<file path="src/rtl/operaciones_pkg.sv">
// Shared constants for the 12-bit arithmetic result path.
// Holds opcode encodings and the default operand width.
// No logic; imported by the interface, ALU, FIFO glue and top.
package operaciones_pkg;

  localparam int DEF_W = 12;

  localparam logic [1:0] OP_ADD = 2'b00;
  localparam logic [1:0] OP_SUB = 2'b01;
  localparam logic [1:0] OP_AND = 2'b10;
  localparam logic [1:0] OP_XOR = 2'b11;

endpackage

</file>
<file path="src/rtl/operaciones_if.sv">
// Operand and result handshake bundle for operaciones_resp.
// master = operand producer / result consumer; slave = the block.
// Both directions use valid/ready; op_count travels with the result side.
interface operaciones_if
  import operaciones_pkg::*;
#(
  parameter int W = DEF_W
);
  logic          in_valid;
  logic          in_ready;
  logic [W-1:0]  A;
  logic [W-1:0]  B;
  logic [1:0]    op;
  logic          out_valid;
  logic          out_ready;
  logic [W-1:0]  C;
  logic          flag;
  logic          zero;
  logic [15:0]   op_count;

  modport master (
    output in_valid, A, B, op, out_ready,
    input  in_ready, out_valid, C, flag, zero, op_count
  );

  modport slave (
    input  in_valid, A, B, op, out_ready,
    output in_ready, out_valid, C, flag, zero, op_count
  );
endinterface

</file>
<file path="src/rtl/operaciones_alu.sv">
// Combinational 12-bit ALU: add, sub, and, xor with carry/borrow flag.
// Latency: zero cycles (pure combinational).
// No backpressure; evaluated every cycle, used only on accept.
module operaciones_alu
  import operaciones_pkg::*;
#(
  parameter int W = DEF_W
) (
  input  logic [W-1:0] a_i,
  input  logic [W-1:0] b_i,
  input  logic [1:0]   op_i,
  output logic [W-1:0] c_o,
  output logic         flag_o,
  output logic         zero_o
);

  logic [W:0] res;

  // One extra bit carries the add carry-out or the subtract borrow.
  always_comb begin
    res = '0;
    case (op_i)
      OP_ADD:  res = {1'b0, a_i} + {1'b0, b_i};
      OP_SUB:  res = {1'b0, a_i} - {1'b0, b_i};
      OP_AND:  res = {1'b0, a_i & b_i};
      default: res = {1'b0, a_i ^ b_i};
    endcase
  end

  assign c_o    = res[W-1:0];
  assign flag_o = res[W];
  assign zero_o = (res[W-1:0] == '0);

endmodule

</file>
<file path="src/rtl/sync_fifo.sv">
// Generic synchronous FIFO with occupancy counter and registered head.
// Latency: a push is visible at the head one cycle later.
// Push is ignored when full (even with a same-cycle pop); pop ignored when empty.
module sync_fifo #(
  parameter int WIDTH = 14,
  parameter int DEPTH = 4
) (
  input  logic             clk,
  input  logic             rst,
  input  logic             push_i,
  input  logic [WIDTH-1:0] push_dat_i,
  input  logic             pop_i,
  output logic             full_o,
  output logic             empty_o,
  output logic [WIDTH-1:0] head_dat_o
);

  localparam int AW = $clog2(DEPTH);
  localparam int CW = AW + 1;
  localparam logic [AW:0] FULL_CNT = CW'(DEPTH);

  logic [WIDTH-1:0] mem_q [DEPTH];
  logic [AW-1:0]    wr_ptr_q, wr_ptr_d;
  logic [AW-1:0]    rd_ptr_q, rd_ptr_d;
  logic [AW:0]      cnt_q, cnt_d;
  logic             do_push, do_pop;

  // full/empty come from the registered count only, never from pop_i.
  assign full_o     = (cnt_q == FULL_CNT);
  assign empty_o    = (cnt_q == '0);
  assign do_push    = push_i && !full_o;
  assign do_pop     = pop_i && !empty_o;
  assign head_dat_o = mem_q[rd_ptr_q];

  // Pointer and occupancy next-state; pointers wrap naturally at DEPTH.
  always_comb begin
    wr_ptr_d = wr_ptr_q;
    rd_ptr_d = rd_ptr_q;
    cnt_d    = cnt_q;
    if (do_push) wr_ptr_d = wr_ptr_q + AW'(1);
    if (do_pop)  rd_ptr_d = rd_ptr_q + AW'(1);
    case ({do_push, do_pop})
      2'b10:   cnt_d = cnt_q + CW'(1);
      2'b01:   cnt_d = cnt_q - CW'(1);
      default: cnt_d = cnt_q;
    endcase
  end

  // Pointer and occupancy registers.
  always_ff @(posedge clk or posedge rst) begin
    if (rst) begin
      wr_ptr_q <= '0;
      rd_ptr_q <= '0;
      cnt_q    <= '0;
    end else begin
      wr_ptr_q <= wr_ptr_d;
      rd_ptr_q <= rd_ptr_d;
      cnt_q    <= cnt_d;
    end
  end

  // Storage is cleared on reset so the head reads as zero out of reset.
  always_ff @(posedge clk or posedge rst) begin
    if (rst) begin
      for (int i = 0; i < DEPTH; i++) mem_q[i] <= '0;
    end else if (do_push) begin
      mem_q[wr_ptr_q] <= push_dat_i;
    end
  end

endmodule

</file>
<file path="src/rtl/operaciones_resp.sv">
// Operand consumer: computes A op B on accept and queues {C,flag,zero}.
// Latency: one cycle from accept to out_valid on an empty queue.
// in_ready = !full from registered state; a full queue refuses push even on pop.
module operaciones_resp
  import operaciones_pkg::*;
#(
  parameter int W     = DEF_W,
  parameter int DEPTH = 4
) (
  input  logic          clk,
  input  logic          rst,
  operaciones_if.slave  bus
);

  logic [W-1:0]  alu_c;
  logic          alu_flag, alu_zero;
  logic [W+1:0]  head_dat;
  logic          full, empty, accept, pop;
  logic [15:0]   op_count_q, op_count_d;

  operaciones_alu #(.W(W)) u_alu (
    .a_i    (bus.A),
    .b_i    (bus.B),
    .op_i   (bus.op),
    .c_o    (alu_c),
    .flag_o (alu_flag),
    .zero_o (alu_zero)
  );

  sync_fifo #(.WIDTH(W + 2), .DEPTH(DEPTH)) u_fifo (
    .clk        (clk),
    .rst        (rst),
    .push_i     (accept),
    .push_dat_i ({alu_c, alu_flag, alu_zero}),
    .pop_i      (pop),
    .full_o     (full),
    .empty_o    (empty),
    .head_dat_o (head_dat)
  );

  assign bus.in_ready  = !full;
  assign bus.out_valid = !empty;
  assign accept        = bus.in_valid && !full;
  assign pop           = !empty && bus.out_ready;
  assign bus.C         = head_dat[W+1:2];
  assign bus.flag      = head_dat[1];
  assign bus.zero      = head_dat[0];
  assign bus.op_count  = op_count_q;

  // Accepted-operand counter next-state; wraps at 16 bits.
  always_comb begin
    op_count_d = op_count_q;
    if (accept) op_count_d = op_count_q + 16'd1;
  end

  // Accepted-operand counter register.
  always_ff @(posedge clk or posedge rst) begin
    if (rst) op_count_q <= '0;
    else     op_count_q <= op_count_d;
  end

endmodule

</file>
<file path="src/flat_wrapper.sv">
// flat-port wrapper written by rule: the top's interface ports become plain ports
module operaciones_resp_flat import operaciones_pkg::*;
#(
  parameter int W     = DEF_W,
  parameter int DEPTH = 4
)
  (clk, rst, bus_in_valid, bus_A, bus_B, bus_op, bus_out_ready, bus_in_ready, bus_out_valid, bus_C, bus_flag, bus_zero, bus_op_count);
  operaciones_if #(.W(W)) bus_i ();
  input  logic clk;
  input  logic rst;
  input wire logic [$bits(bus_i.in_valid)-1:0] bus_in_valid;
  input wire logic [$bits(bus_i.A)-1:0] bus_A;
  input wire logic [$bits(bus_i.B)-1:0] bus_B;
  input wire logic [$bits(bus_i.op)-1:0] bus_op;
  input wire logic [$bits(bus_i.out_ready)-1:0] bus_out_ready;
  output wire logic [$bits(bus_i.in_ready)-1:0] bus_in_ready;
  output wire logic [$bits(bus_i.out_valid)-1:0] bus_out_valid;
  output wire logic [$bits(bus_i.C)-1:0] bus_C;
  output wire logic [$bits(bus_i.flag)-1:0] bus_flag;
  output wire logic [$bits(bus_i.zero)-1:0] bus_zero;
  output wire logic [$bits(bus_i.op_count)-1:0] bus_op_count;
  assign bus_i.in_valid = bus_in_valid;
  assign bus_i.A = bus_A;
  assign bus_i.B = bus_B;
  assign bus_i.op = bus_op;
  assign bus_i.out_ready = bus_out_ready;
  assign bus_in_ready = bus_i.in_ready;
  assign bus_out_valid = bus_i.out_valid;
  assign bus_C = bus_i.C;
  assign bus_flag = bus_i.flag;
  assign bus_zero = bus_i.zero;
  assign bus_op_count = bus_i.op_count;
  operaciones_resp #(.W(W), .DEPTH(DEPTH)) u_core (.clk(clk), .rst(rst), .bus(bus_i));
endmodule
</file>
<file path="config.mk">
export PLATFORM = sky130hd
export DESIGN_NAME = operaciones_resp_flat
export DESIGN_NICKNAME = d
export VERILOG_FILES = /design/src/rtl/operaciones_pkg.sv /design/src/rtl/operaciones_if.sv /design/src/rtl/operaciones_alu.sv /design/src/rtl/sync_fifo.sv /design/src/rtl/operaciones_resp.sv /design/src/flat_wrapper.sv
export SDC_FILE = /design/constraint.sdc
export NUM_CORES = 1
export LEC_CHECK = 0
export BUFFER_PORTS_ARGS = -buffer_cell sky130_fd_sc_hd__buf_2
export CAP_MARGIN = 20
export CORE_ASPECT_RATIO = 2
export CORE_MARGIN = 2
export CORE_UTILIZATION = 63
export CTS_CLUSTER_DIAMETER = 50
export DETAILED_ROUTE_END_ITERATION = 8
export PLACE_DENSITY = 0.86
export SLEW_MARGIN = 30
export SYNTH_ARGS = -nofsm -noshare
export SYNTH_HDL_FRONTEND = slang
export SYNTH_SLANG_ARGS = --single-unit
</file>
<file path="constraint.sdc">
create_clock -name clk -period 7.04 [get_ports clk]
set_input_delay 1.408 -clock clk [delete_from_list [all_inputs] [get_ports clk]]
set_output_delay 1.408 -clock clk [all_outputs]
set_load 0.02 [all_outputs]
</file>
==> metrics.yaml, run 1 <==
port_buffers: 61
worst_pin_slew_ns: 0.886
n_fill_cell: 541
clock-root-buffer: "clkbuf_16"
ctsResizeCount: 0
worstPathMaxFanout: 30
crit_type: "in -> reg"
cts_max_path_buffers: 2
dieHeight_um: 128
drcViolationCount: 0
synth_edf_count: 0
cp_cell_sequence: "buf_2 > inv_1 > nand2_1 > o21ai_0 > xor2_1 > ha_1 > a21o_1 > or3_1 > a31oi_1 > and3_1 > nand4_2 > o31ai_1"
clkLatencyLatePin_ns: 0.33
seqCellArea_sq_mm: 0.00198
die_w_um: 65.9
initial_core_util_pct: 64.4
cp.buffers_inverters: 2
hpwl_um: 7530
final_antenna_net_count: 0
async_reset_ff_share_pct: 100
syn_avg_cell_area_sq_um: 10.1
nNetsFinal: 596
die_area_sq_mm: 0.00841
peakVddDrop_v: 0.000368
finalInstanceArea_sq_mm: 0.00550
htreeDepth: 3
syn_to_final_growth_pct: 14.0
finalSetupViolCount: 0
syn_area_sq_mm: 0.00482
n_antenna_cell: 0
antenna_found_initial: 0
core_area_sq_mm: 0.00749
slew_headroom_pct: 40.3
drtPass1Iterations: 6
grt_usage_pct: 26.7
routedWlPerCell_um: 16.8
fmax_mhz: 217
leakage_nw: 2.61
max_cap_viol_count: 0
fin_crit_sh_pct: 65.3
grt_pass1_vias: 3593
wl_um: 10600
cts.sinks: 79
r2r_slack_ns: 4.40
clk_pin_slew_ns: 0.06
fin_setup_tns_ns: 0
ys_types: 55
syn_nets: 541
post_cts_buffers: 0
synth_warnings: 0
ioPinCount: 62
final_layout_size_suffix_gt1_share_pct: 21.7
syn_inst: 478
rsz0062_at_grt: "false"
worst_ep_required_time_ns: 7.26
endpoint_kind: "flip-flop"
holdBufCountCts: 0
clock_skew_ns: 0.00344
grt_max_degree: 80
status: "finished clean"
tritoncts: "yes"
multiInputGateArea_sq_mm: 0.00270
hold_violations: 0
ys.flop_type: "dfrtp_1"
dpl-instance-area_sq_mm: 0.00518
period_needed_ns: 4.60
cp_data_arrival_time_ns: 4.82
slowest_delay_ns: 0.43
synth-seq-area-share_pct: 41.0
vias_per_cell: 6.06
maxSlewViolCount: 0
ys_ff_latch: 79
cp_slowest_cell: "buf_2"
cts_inserted_buffers: 9
place_congestion: 0.894
vias: 3827
hold_path.class: "reg -> reg"
drt_iter0_markers: 205
num_rows: 45
power.density_mw_per_mm2: 379
critPathTopFamily: "compound AO/OA/AOI/OAI gates"
grt_pass1_wl_um: 17300
grt_overflow: 0
start_kind: "primary input"
[cell type report]
cell class                 instances  area share [%]
inverter                          18            1.23
multi-input combinational        363            49.2
clock buffer                       9            4.10
clock inverter                     7            1.59
timing repair buffer              62            5.76
sequential                        79            36.0
tap                               94            2.14
[power by group]
group	total (mW)	switching [mW]	leakage [nW]	internal, mW
clock	0.485	0.177	0.155	0.308
combinational	0.820	0.459	1.46	0.361
sequential	0.779	0.150	0.999	0.629
total	2.08	0.786	2.61	1.30
[per-layer routing]
layer / vias up / global-route usage, % / share of wire (%)
met5: - / 0 / 0
met2: 99 / 44.4 / 53
li1: 1841 / - / -
met1: 1869 / 35.8 / 42
met4: 0 / 8.21 / 1.7
met3: 18 / 3.95 / 3.5
[cell families after synthesis]
family	after synthesis	synth area share, %
multiplexers	30	10.1
flip-flops	79	41.0
AO/OA/AOI/OAI	115	16.1
adder cells (fa/ha/maj)	33	8.87
XOR/XNOR	34	6.18
AND/OR/NAND/NOR	151	14.8
buffers and inverters	36	2.96
[worst paths after layout]
check                      depth (start not counted)                     from                         to
min                                                1  u_core.bus.op_count[15]    u_core.bus.op_count[15]
max                                               12                bus_op[1]    u_core.u_fifo.mem_q[14]
max reg2reg                                        5   u_core.u_fifo.cnt_q[0]     u_core.u_fifo.mem_q[1]
min reg2reg                                        1  u_core.bus.op_count[15]    u_core.bus.op_count[15]
min in group asynchronous                          3                      rst     u_core.bus.op_count[8]
max in group asynchronous                          3                      rst  u_core.u_fifo.rd_ptr_q[0]
[sequential cells by signal, indices dropped and copies added, names as in the netlist]
signal and count:
u_core.u_fifo.rd_ptr_q 2, u_core.u_fifo.wr_ptr_q 2, u_core.u_fifo.mem_q 56, u_core.bus.op_count 16
u_core.u_fifo.cnt_q 3
[cell usage after synthesis (all sizes together) (8+ instances only)]
| cell type | n | area (sq um) |
|---|---|---|
| mux4 | 14 | 315 |
| nand2 | 72 | 270 |
| inv | 18 | 67.6 |
| a31oi | 8 | 65.1 |
| nand3 | 13 | 65.1 |
| o31ai | 8 | 78.8 |
| o21ai | 52 | 264 |
| nor2 | 22 | 82.6 |
| xor2 | 12 | 105 |
| ha | 31 | 388 |
| dfrtp | 79 | 1980 |
| xnor2 | 22 | 193 |
| mux2i | 8 | 80.1 |
| mux2 | 8 | 90.1 |
| nor3 | 8 | 40.0 |
| a21oi | 14 | 73.8 |
| clkbuf | 12 | 45.0 |
[cells in the final DEF (no fill, tap or decap), drive strengths merged, types with 14 or more instances in the layout]
| cell type | n |
|---|---|
| nand2 | 72 |
| buf | 62 |
| ha | 31 |
| o21ai | 52 |
| mux4 | 14 |
| inv | 18 |
| xnor2 | 22 |
| nor2 | 22 |
| dfrtp | 79 |
| a21oi | 14 |
[per-stage QoR]
stage / cells / util, % / setup slack, ns / hold WS [ns] / total power [mW]
final: 632 / 73.4 / 2.44 / 0.467 / 2.08
after detailed placement: 616 / 69.1 / 2.13 / 0.461 / 1.60
after global routing: 632 / 73.4 / 2.09 / 0.485 / 2.21
after CTS: 632 / 73.3 / 2.49 / 0.473 / 2.09
after global placement: 616 / 69.1 / 2.24 / 0.456 / 1.56
after floorplan: 478 / - / 2.88 / 0.443 / 1.37
Note: power is estimated with default switching activity, not from simulation.
==> run 2: changes to the inputs <==
- CORE_UTILIZATION: 63 -> 53
- PLACE_DENSITY: 0.86 -> 0.77
- clock period: 7.04 -> 4.13 ns (I/O delays scaled with it)
==> run 2 against run 1 <==
Clock power is 74% higher. Design area up 1.9%. Highest routed layer unchanged. Sequential power up 71%. Largest power group unchanged. Register-to-register slack lost 2.6 ns. Count of clock-buffer cells in the layout unchanged.
==> metrics.yaml, run 2 (same netlist as run 1, synthesis figures left out) <==
drcViolationCount: 0
ioPinCount: 62
antenna_found_initial: 0
grt_usage_pct: 23.6
fin_cells: 652
final_layout_size_suffix_gt1_share_pct: 23.5
peakVddDrop_v: 0.000274
core_area_sq_mm: 0.00889
fin_setup_tns_ns: 0
nNetsFinal: 608
period_needed_ns: 3.42
hpwl_um: 8380
holdBufCountCts: 0
fmax_mhz: 293
dieHeight_um: 139
post_cts_buffers: 0
grt_overflow: 0
met2_length_um: 6160
routedWlPerCell_um: 16.9
clk_pin_slew_ns: 0.06
placed_cells: 636
grt_pass1_wl_um: 18500
finalSetupViolCount: 0
ctsResizeCount: 0
wl_met3_um: 329
leakage_nw: 2.67
slew_headroom_pct: 49.5
grt_max_degree: 55
max_cap_viol_count: 0
fin_crit_sh_pct: 82.7
clock_skew_ns: 0.00798
top_layer_used: "met4"
top_register: "u_core.u_fifo.mem_q"
worst_pin_slew_ns: 0.754
vias_per_cell: 5.86
mostFrequentLayoutCells: "dfrtp_1 (78), nand2_1 (72), buf_2 (61)"
rsz0062_at_grt: "false"
n_fill_cell: 727
clock-root-buffer: "clkbuf_16"
slowest_delay_ns: 0.53
cp_cell_sequence: "buf_2 > inv_1 > ha_1 > nand2_1 > o21ai_0 > fa_1 > nand2b_1 > a21oi_2 > o211a_1 > o211a_1 > o211ai_1 > a2111oi_0 > a221o_1"
layout_commonest_cell: "dfrtp_1"
tritoncts: "yes"
place_congestion: 0.917
vias: 3820
port_buffers: 61
worst_ep_required_time_ns: 4.40
clkLatencyLatePin_ns: 0.34
grt_pass1_vias: 3940
hold_path.class: "reg -> reg"
cts_max_path_buffers: 2
num_rows: 49
initial_core_util_pct: 54.2
die_area_sq_mm: 0.00992
final_antenna_net_count: 0
endpoint_kind: "flip-flop"
n_antenna_cell: 0
status: "finished clean"
maxSlewViolCount: 0
wl_um: 11000
die_w_um: 71.4
crit_type: "in -> reg"
cp_data_arrival_time_ns: 3.69
wl_met1_um: 4140
htreeDepth: 3
largest_reg_flops: 56
cp_slowest_cell: "a2111oi_0"
drt_iter0_markers: 206
start_kind: "primary input"
syn_to_final_growth_pct: 16.2
worstPathMaxFanout: 5
power.density_mw_per_mm2: 642
crit_top_cell: "o211a_1"
cts.sinks: 79
drtPass1Iterations: 4
cts_inserted_buffers: 9
hold_violations: 0
run 2: cell count changes in the layout (fill, tap and decap cells not counted):
| cell | change |
|---|---|
| inv_4 | +1 |
| clkinv_2 | -2 |
| buf_4 | +13 |
| buf_6 | -1 |
| inv_2 | -1 |
| inv_6 | +2 |
run 2: path summary, 6_finish.rpt:
kind / from / end / slack, ns / cells past startpoint
worst min register to register: u_core.bus.op_count[15] / u_core.bus.op_count[15] / 0.47 / 1
worst max-delay path: bus_B[0] / u_core.u_fifo.mem_q[43] / 0.71 / 13
worst max register to register: u_core.u_fifo.cnt_q[0] / u_core.u_fifo.mem_q[43] / 1.79 / 6
max in group asynchronous: rst / u_core.bus.op_count[11] / 2.87 / 3
worst min-delay path: u_core.bus.op_count[15] / u_core.bus.op_count[15] / 0.47 / 1
min in group asynchronous: rst / u_core.u_fifo.mem_q[30] / 0.59 / 2
run 2: stage by stage:
step           hold slack (ns)  power [mW]  worst slack (ns)  utilization [%]  cell area (sq um)
2_1_floorplan            0.443        2.33             0.554                -               4820
3_3_place_gp             0.456        2.70             0.404             59.4               5280
3_5_place_dp             0.469        2.76             0.377             59.4               5280
4_1_cts                  0.481        3.63             0.721             63.0               5600
5_1_grt                  0.501        3.84             0.460             63.0               5600
6_report                 0.472        3.60             0.714             63.0               5600
run 2: critical path: cells and delay by family:
family	cells	cell delay (ns)
simple gates	2	0.30
compound gates	7	1.64
fa+ha+maj	2	0.77
buf+inv	2	0.18
run 2: power breakdown:
part	total, mW	leakage, nW	switching (mW)	internal (mW)
combinational	1.42	1.52	0.787	0.636
clock	0.842	0.156	0.312	0.531
sequential	1.33	0.999	0.260	1.07
total	3.60	2.67	1.36	2.24
run 2: per-layer routing:
layer | vias to the layer above | global-route usage [%]
met5 | - | 0
met4 | 0 | 10.5
met3 | 26 | 4.00
met2 | 82 | 43.6
met1 | 1865 | 25.4
li1 | 1847 | -
run 2: cell type report:
cell class	instances	area (sq um)	share of cell area [%]
inverters	18	70.1	1.25
clock buffers	9	225	4.02
flip-flops and latches	79	1980	35.3
repair buffers	74	403	7.19
well taps	102	128	2.28
clock inverters	7	95.1	1.70
multi-input cells	363	2700	48.2
